## src/rtl/fifo_uart_pkg.sv

```systemverilog
// Shared definitions for the FIFO-fed UART transmitter: FSM encodings, byte width, default baud divisor.
package fifo_uart_pkg;

   localparam int unsigned DATA_W           = 8;
   localparam int unsigned BIT_IDX_W        = 3;
   localparam int unsigned CLKS_PER_BIT_DEF = 16;

   typedef enum logic [2:0] {
      ST_IDLE  = 3'd0,
      ST_LOAD  = 3'd1,
      ST_START = 3'd2,
      ST_DATA  = 3'd3,
      ST_STOP  = 3'd4
   } tx_state_e;

endpackage

```

## src/rtl/fifo_uart_tx_baud_counter.sv

```systemverilog
// Per-bit cycle counter: counts 0..CLKS_PER_BIT-1 while enabled and flags the last cycle of each bit.
module baud_counter
   import fifo_uart_pkg::*;
#(
   parameter int unsigned CLKS_PER_BIT = CLKS_PER_BIT_DEF
) (
   input  logic clk,
   input  logic reset,
   input  logic en_i,
   input  logic clear_i,
   output logic bit_done_c_o
);

   localparam int unsigned CNT_W = (CLKS_PER_BIT > 1) ? $clog2(CLKS_PER_BIT) : 1;
   localparam logic [CNT_W-1:0] CNT_MAX = CNT_W'(CLKS_PER_BIT - 1);

   logic [CNT_W-1:0] cnt_q, cnt_d;

   assign bit_done_c_o = en_i && (cnt_q == CNT_MAX);

   // Clearing on a state change starts every new state at count 0.
   always_comb begin
      cnt_d = cnt_q;
      if (clear_i || bit_done_c_o) begin
         cnt_d = '0;
      end else if (en_i) begin
         cnt_d = cnt_q + CNT_W'(1);
      end
   end

   always_ff @(posedge clk) begin
      if (reset) begin
         cnt_q <= '0;
      end else begin
         cnt_q <= cnt_d;
      end
   end

endmodule

```

## src/rtl/fifo_uart_tx.sv

```systemverilog
// UART transmitter that pops bytes from a sync FIFO and serialises them as 8N1 frames.
module fifo_uart_tx
   import fifo_uart_pkg::*;
#(
   parameter int unsigned CLKS_PER_BIT = CLKS_PER_BIT_DEF
) (
   input  logic              clk,
   input  logic              reset,
   input  logic              tx_enable,
   input  logic              fifo_empty,
   input  logic [DATA_W-1:0] fifo_r_data,
   output logic              fifo_r_enable,
   output logic              tx,
   output logic              busy
);

   tx_state_e              state_q, state_d;
   logic [DATA_W-1:0]      shift_q, shift_d;
   logic [BIT_IDX_W-1:0]   bit_cnt_q, bit_cnt_d;
   logic                   tx_q, tx_d;
   logic                   busy_q, busy_d;
   logic                   bit_done;
   logic                   baud_en;

   assign baud_en = (state_q == ST_START) || (state_q == ST_DATA) || (state_q == ST_STOP);

   baud_counter #(
      .CLKS_PER_BIT (CLKS_PER_BIT)
   ) u_baud_counter (
      .clk          (clk),
      .reset        (reset),
      .en_i         (baud_en),
      .clear_i      (state_d != state_q),
      .bit_done_c_o (bit_done)
   );

   always_comb begin
      state_d       = state_q;
      shift_d       = shift_q;
      bit_cnt_d     = bit_cnt_q;
      fifo_r_enable = 1'b0;
      tx_d          = 1'b1;
      busy_d        = 1'b0;

      case (state_q)
         ST_IDLE: begin
            fifo_r_enable = tx_enable && !fifo_empty && !reset;
            if (fifo_r_enable) begin
               state_d = ST_LOAD;
            end
         end
         ST_LOAD: begin
            shift_d = fifo_r_data;
            state_d = ST_START;
         end
         ST_START: begin
            if (bit_done) begin
               bit_cnt_d = '0;
               state_d   = ST_DATA;
            end
         end
         ST_DATA: begin
            if (bit_done) begin
               if (bit_cnt_q == BIT_IDX_W'(DATA_W - 1)) begin
                  state_d = ST_STOP;
               end else begin
                  bit_cnt_d = bit_cnt_q + BIT_IDX_W'(1);
               end
            end
         end
         ST_STOP: begin
            if (bit_done) begin
               state_d = ST_IDLE;
            end
         end
         default: begin
            state_d = ST_IDLE;
         end
      endcase

      // Line level is computed from the next state so tx is a clean register output.
      case (state_d)
         ST_START: tx_d = 1'b0;
         ST_DATA:  tx_d = shift_d[bit_cnt_d];
         default:  tx_d = 1'b1;
      endcase

      busy_d = (state_d != ST_IDLE);
   end

   always_ff @(posedge clk) begin
      if (reset) begin
         state_q   <= ST_IDLE;
         shift_q   <= '0;
         bit_cnt_q <= '0;
         tx_q      <= 1'b1;
         busy_q    <= 1'b0;
      end else begin
         state_q   <= state_d;
         shift_q   <= shift_d;
         bit_cnt_q <= bit_cnt_d;
         tx_q      <= tx_d;
         busy_q    <= busy_d;
      end
   end

   assign tx   = tx_q;
   assign busy = busy_q;

endmodule

```

## config.mk

```make
export PLATFORM = sky130hd
export DESIGN_NAME = fifo_uart_tx
export DESIGN_NICKNAME = d
export VERILOG_FILES = /design/src/rtl/fifo_uart_pkg.sv /design/src/rtl/fifo_uart_tx_baud_counter.sv /design/src/rtl/fifo_uart_tx.sv
export SDC_FILE = /design/constraint.sdc
export NUM_CORES = 1
export LEC_CHECK = 0
export BUFFER_PORTS_ARGS = -buffer_cell sky130_fd_sc_hd__buf_2
export CORE_ASPECT_RATIO = 0.75
export CORE_MARGIN = 3
export CORE_UTILIZATION = 40
export DETAILED_ROUTE_END_ITERATION = 8
export HOLD_SLACK_MARGIN = 0.12
export PLACE_DENSITY_LB_ADDON = 0.05
export SLEW_MARGIN = 20
export SYNTH_ARGS = -nofsm -noshare
export SYNTH_HDL_FRONTEND = slang
export SYNTH_SLANG_ARGS = --single-unit
```

## constraint.sdc

```tcl
create_clock -name clk -period 3.4 [get_ports clk]
set_clock_uncertainty 0.1 [all_clocks]
set_input_delay 0.68 -clock clk [delete_from_list [all_inputs] [get_ports clk]]
set_output_delay 0.68 -clock clk [all_outputs]
set_load 0.02 [all_outputs]
```

==> results.sh <==
export IMPL_detailedRoute_firstIterationViolations=38
export IMPL_clkTransAtPathRegs_ns=0.11
export IMPL_ctsHoldBuffers=0
export IMPL_fmax_ghz=0.432
export IMPL_port_buffers=14
export IMPL_grtUsageMet3=0.0539
export IMPL_unrepaired_setup_endpoints_after_global_routing="no"
export IMPL_total_neg_setup_slack_ns=0
export IMPL_grt_most_used_layer="met1"
export IMPL_timing_critical_path_required_ns=2.62
export IMPL_nets=131
export IMPL_die_h_um=48.1
export IMPL_tritoncts_num_sinks=20
export IMPL_ys_warnings_count=0
export IMPL_power_density_over_cell_area_nw_per_um2=388
export IMPL_critical_path_arrival_ns=1.53
export IMPL_cap_violations=0
export IMPL_final_min_period_over_clock_period=0.681
export IMPL_drive_above_1_share=0.172
export IMPL_syn2layout_area_growth_pct=11.8
export IMPL_drtPass1Iterations=4
export IMPL_clockBufferDepth=2
export IMPL_placeableCoreArea_um2=2120
export IMPL_syn_inst=102
export IMPL_num_fill_cells=209
export IMPL_run_status="completed"
export IMPL_syn_mean_instance_area_um2=9.25
export IMPL_syn_nets=116
export IMPL_cts_resized_gates=0
export IMPL_yosys_register_bits=20
export IMPL_initial_utilization=0.445
export IMPL_period_minus_slack_ns=2.31
export IMPL_grt_total_usage=0.135
export IMPL_p_leak_nw=0.423
export IMPL_power_ir_vdd_worst_mv=0.176
export IMPL_timing_critical_path_fanout_max=9
export IMPL_slew_headroom=0.515
export IMPL_worst_slack_ns=1.09
export IMPL_worst_slew_pin_transition_ns=0.709
export IMPL_floorplan_die_width_um=62.1
export IMPL_worstSetupEndpointType="output port"
export IMPL_pin_count=15
export IMPL_synth_lib_cells_used_distinct=31
export IMPL_critPathLaunchType="flip-flop"
export IMPL_place_detailed_hpwl_um=1420
export IMPL_worst_path_max_delay_cell="sky130_fd_sc_hd__dfxtp_1"
export IMPL_number_of_nets_still_failing_antenna_checks_after_routing=0
export IMPL_number_of_antenna_violations_at_the_first_check_in_global_routing=0
export IMPL_synthesis_area_um2=943
export IMPL_most_common_library_cell_in_the_layout_ignoring_fill_and_taps="sky130_fd_sc_hd__dfxtp_1"
export IMPL_synth_yosys_seq_area_share=0.424
export IMPL_cp_top_family="simple AND/OR/NAND/NOR gates"
export IMPL_vias=756
export IMPL_final_setup_viol_count=0
export IMPL_place_worst_setup_slack_ns=1.22
export IMPL_drc=0
export IMPL_grt_start_max_net_pins=17
export IMPL_grt_pass1_wl_um=2900
export IMPL_clock_latency_ns=0.30
export IMPL_grt_remaining_overflow=0
export IMPL_layout_cells_most_common_list="sky130_fd_sc_hd__dfxtp_1, sky130_fd_sc_hd__nor2_1, sky130_fd_sc_hd__buf_2, sky130_fd_sc_hd__mux2i_1, sky130_fd_sc_hd__nand2_1"
export IMPL_clock_tree_htree_level_count=1
export IMPL_root_cell_of_the_clock_tree="sky130_fd_sc_hd__clkbuf_4"
export IMPL_via_count_of_the_first_global_routing_pass=645
export IMPL_cts_setup_buffers=0
export IMPL_postLayoutCoreUtil=0.498
export IMPL_finalMaxSlewViolations=0
export IMPL_finalHoldViolations=0
export IMPL_met1_usage_grt=0.210
export IMPL_worst_hold_path_type="reg -> reg"
export IMPL_tritoncts_num_buffers=3
export IMPL_timing_worst_setup_path_type="reg -> out"
export IMPL_groute_layer_met2_usage=0.163
export IMPL_die_area_um2=2980
export IMPL_detail_route_vias_per_cell=5.11
export IMPL_routed_wl_um=1840
export IMPL_rows=14
export IMPL_critical_path_n_buffers_inverters=1
export IMPL_wl_per_cell_um=12.4
export IMPL_final_gp_congestion=0.792
export IMPL_cts_tree="done"
export IMPL_antennaDiodeCount=0
export IMPL_worstPathCellList="nor2_1 > nand3b_1 > nor3_1 > buf_2"
export IMPL_slowest_delay_ns=0.41
==> through the flow <==
| step | instances | cell area [um^2] | power (mW) | hold slack (ns) |
|---|---|---|---|---|
| after floorplan | 102 | 943 | 0.267 | 0.349 |
| after global placement | 144 | 1020 | 0.278 | 0.371 |
| after detailed placement | 144 | 1020 | 0.278 | 0.377 |
| after CTS | 148 | 1050 | 0.415 | 0.404 |
| after global routing | 148 | 1050 | 0.427 | 0.446 |
| final | 148 | 1050 | 0.410 | 0.397 |
==> worst paths after layout <==
| path | startpoint | end | slack [ns] | cells after the start |
|---|---|---|---|---|
| setup / recovery | state_q[0]$_SDFF_PP0_ | fifo_r_enable | 1.09 | 4 |
| hold / removal | shift_q[7]$_SDFF_PP0_ | shift_q[7]$_SDFF_PP0_ | 0.40 | 2 |
| setup reg to reg | state_q[1]$_SDFF_PP0_ | tx$_SDFF_PP1_ | 1.26 | 5 |
| hold reg to reg | shift_q[7]$_SDFF_PP0_ | shift_q[7]$_SDFF_PP0_ | 0.40 | 2 |
==> routing by layer <==
layer | vias to the layer above | share of wire
met3 | 2 | 0.050
met1 | 347 | 0.55
met4 | 0 | 0.0071
li1 | 395 | -
met2 | 12 | 0.39
met5 | - | 0
==> sequential cells by signal, summed over array words and instances, names as in the netlist <==
signal                flops
bit_cnt_q                 3
busy                      1
shift_q                   8
state_q                   3
tx                        1
u_baud_counter.cnt_q      4
==> cell usage after synthesis (all sizes together) <==
master   count  area share
dfxtp       20        0.42
nor2        18       0.072
mux2i        9       0.095
nand2        8       0.032
nand3        5       0.027
buf          4       0.041
and3         3       0.020
nand3b       3       0.024
nand4        3       0.020
a211oi       2       0.016
a311o        2       0.021
a31o         2       0.019
ha           2       0.027
nor2b        2       0.013
o211a        2       0.021
or3          2       0.013
xor2         2       0.019
a2111oi      1      0.0093
a21bo        1       0.011
a21o         1      0.0080
a22oi        1      0.0080
a32oi        1      0.0093
clkbuf       1      0.0040
inv          1      0.0040
nor3         1      0.0053
nor3b        1      0.0080
o211ai       1      0.0080
o21ai        1      0.0053
o21bai       1      0.0080
xnor2        1      0.0093
==> power breakdown <==
part | internal (mW) | leakage [nW] | total, mW | switching [mW]
combinational | 0.0140 | 0.241 | 0.0314 | 0.0174
clock | 0.0653 | 0.0210 | 0.137 | 0.0718
sequential | 0.239 | 0.162 | 0.241 | 0.00230
==> logic make-up (layout without fill, tap and decap cells) <==
| family | after synthesis | count (layout) | synth area share |
|---|---|---|---|
| AND/OR/NAND/NOR | 46 | 46 | 0.233 |
| flip-flops | 20 | 20 | 0.424 |
| AO/OA/AOI/OAI | 16 | 16 | 0.143 |
| multiplexers | 9 | 9 | 0.0955 |
| buffers and inverters | 6 | 20 | 0.0491 |
| XOR/XNOR | 3 | 3 | 0.0279 |
| adder cells (fa/ha/maj) | 2 | 2 | 0.0265 |
==> worst register-to-register path, cell delays in order (launching register included) <==
cell and delay, ns:
sky130_fd_sc_hd__dfxtp_1 0.37, sky130_fd_sc_hd__nor2b_1 0.47, sky130_fd_sc_hd__nand2_1 0.21, sky130_fd_sc_hd__o211a_1 0.32, sky130_fd_sc_hd__a311o_1 0.36, sky130_fd_sc_hd__a31o_1 0.21
==> final cells by class <==
cell class | instances | area, um^2 | share of cell area
Multi-Input combinational cell | 76 | 497 | 0.471
Timing Repair Buffer | 15 | 77.6 | 0.0735
Tap cell | 32 | 40.0 | 0.0380
Sequential cell | 20 | 400 | 0.380
Clock buffer | 4 | 36.3 | 0.0344
Inverter | 1 | 3.75 | 0.00356
No activity file was read; power rests on OpenSTA's default activity.
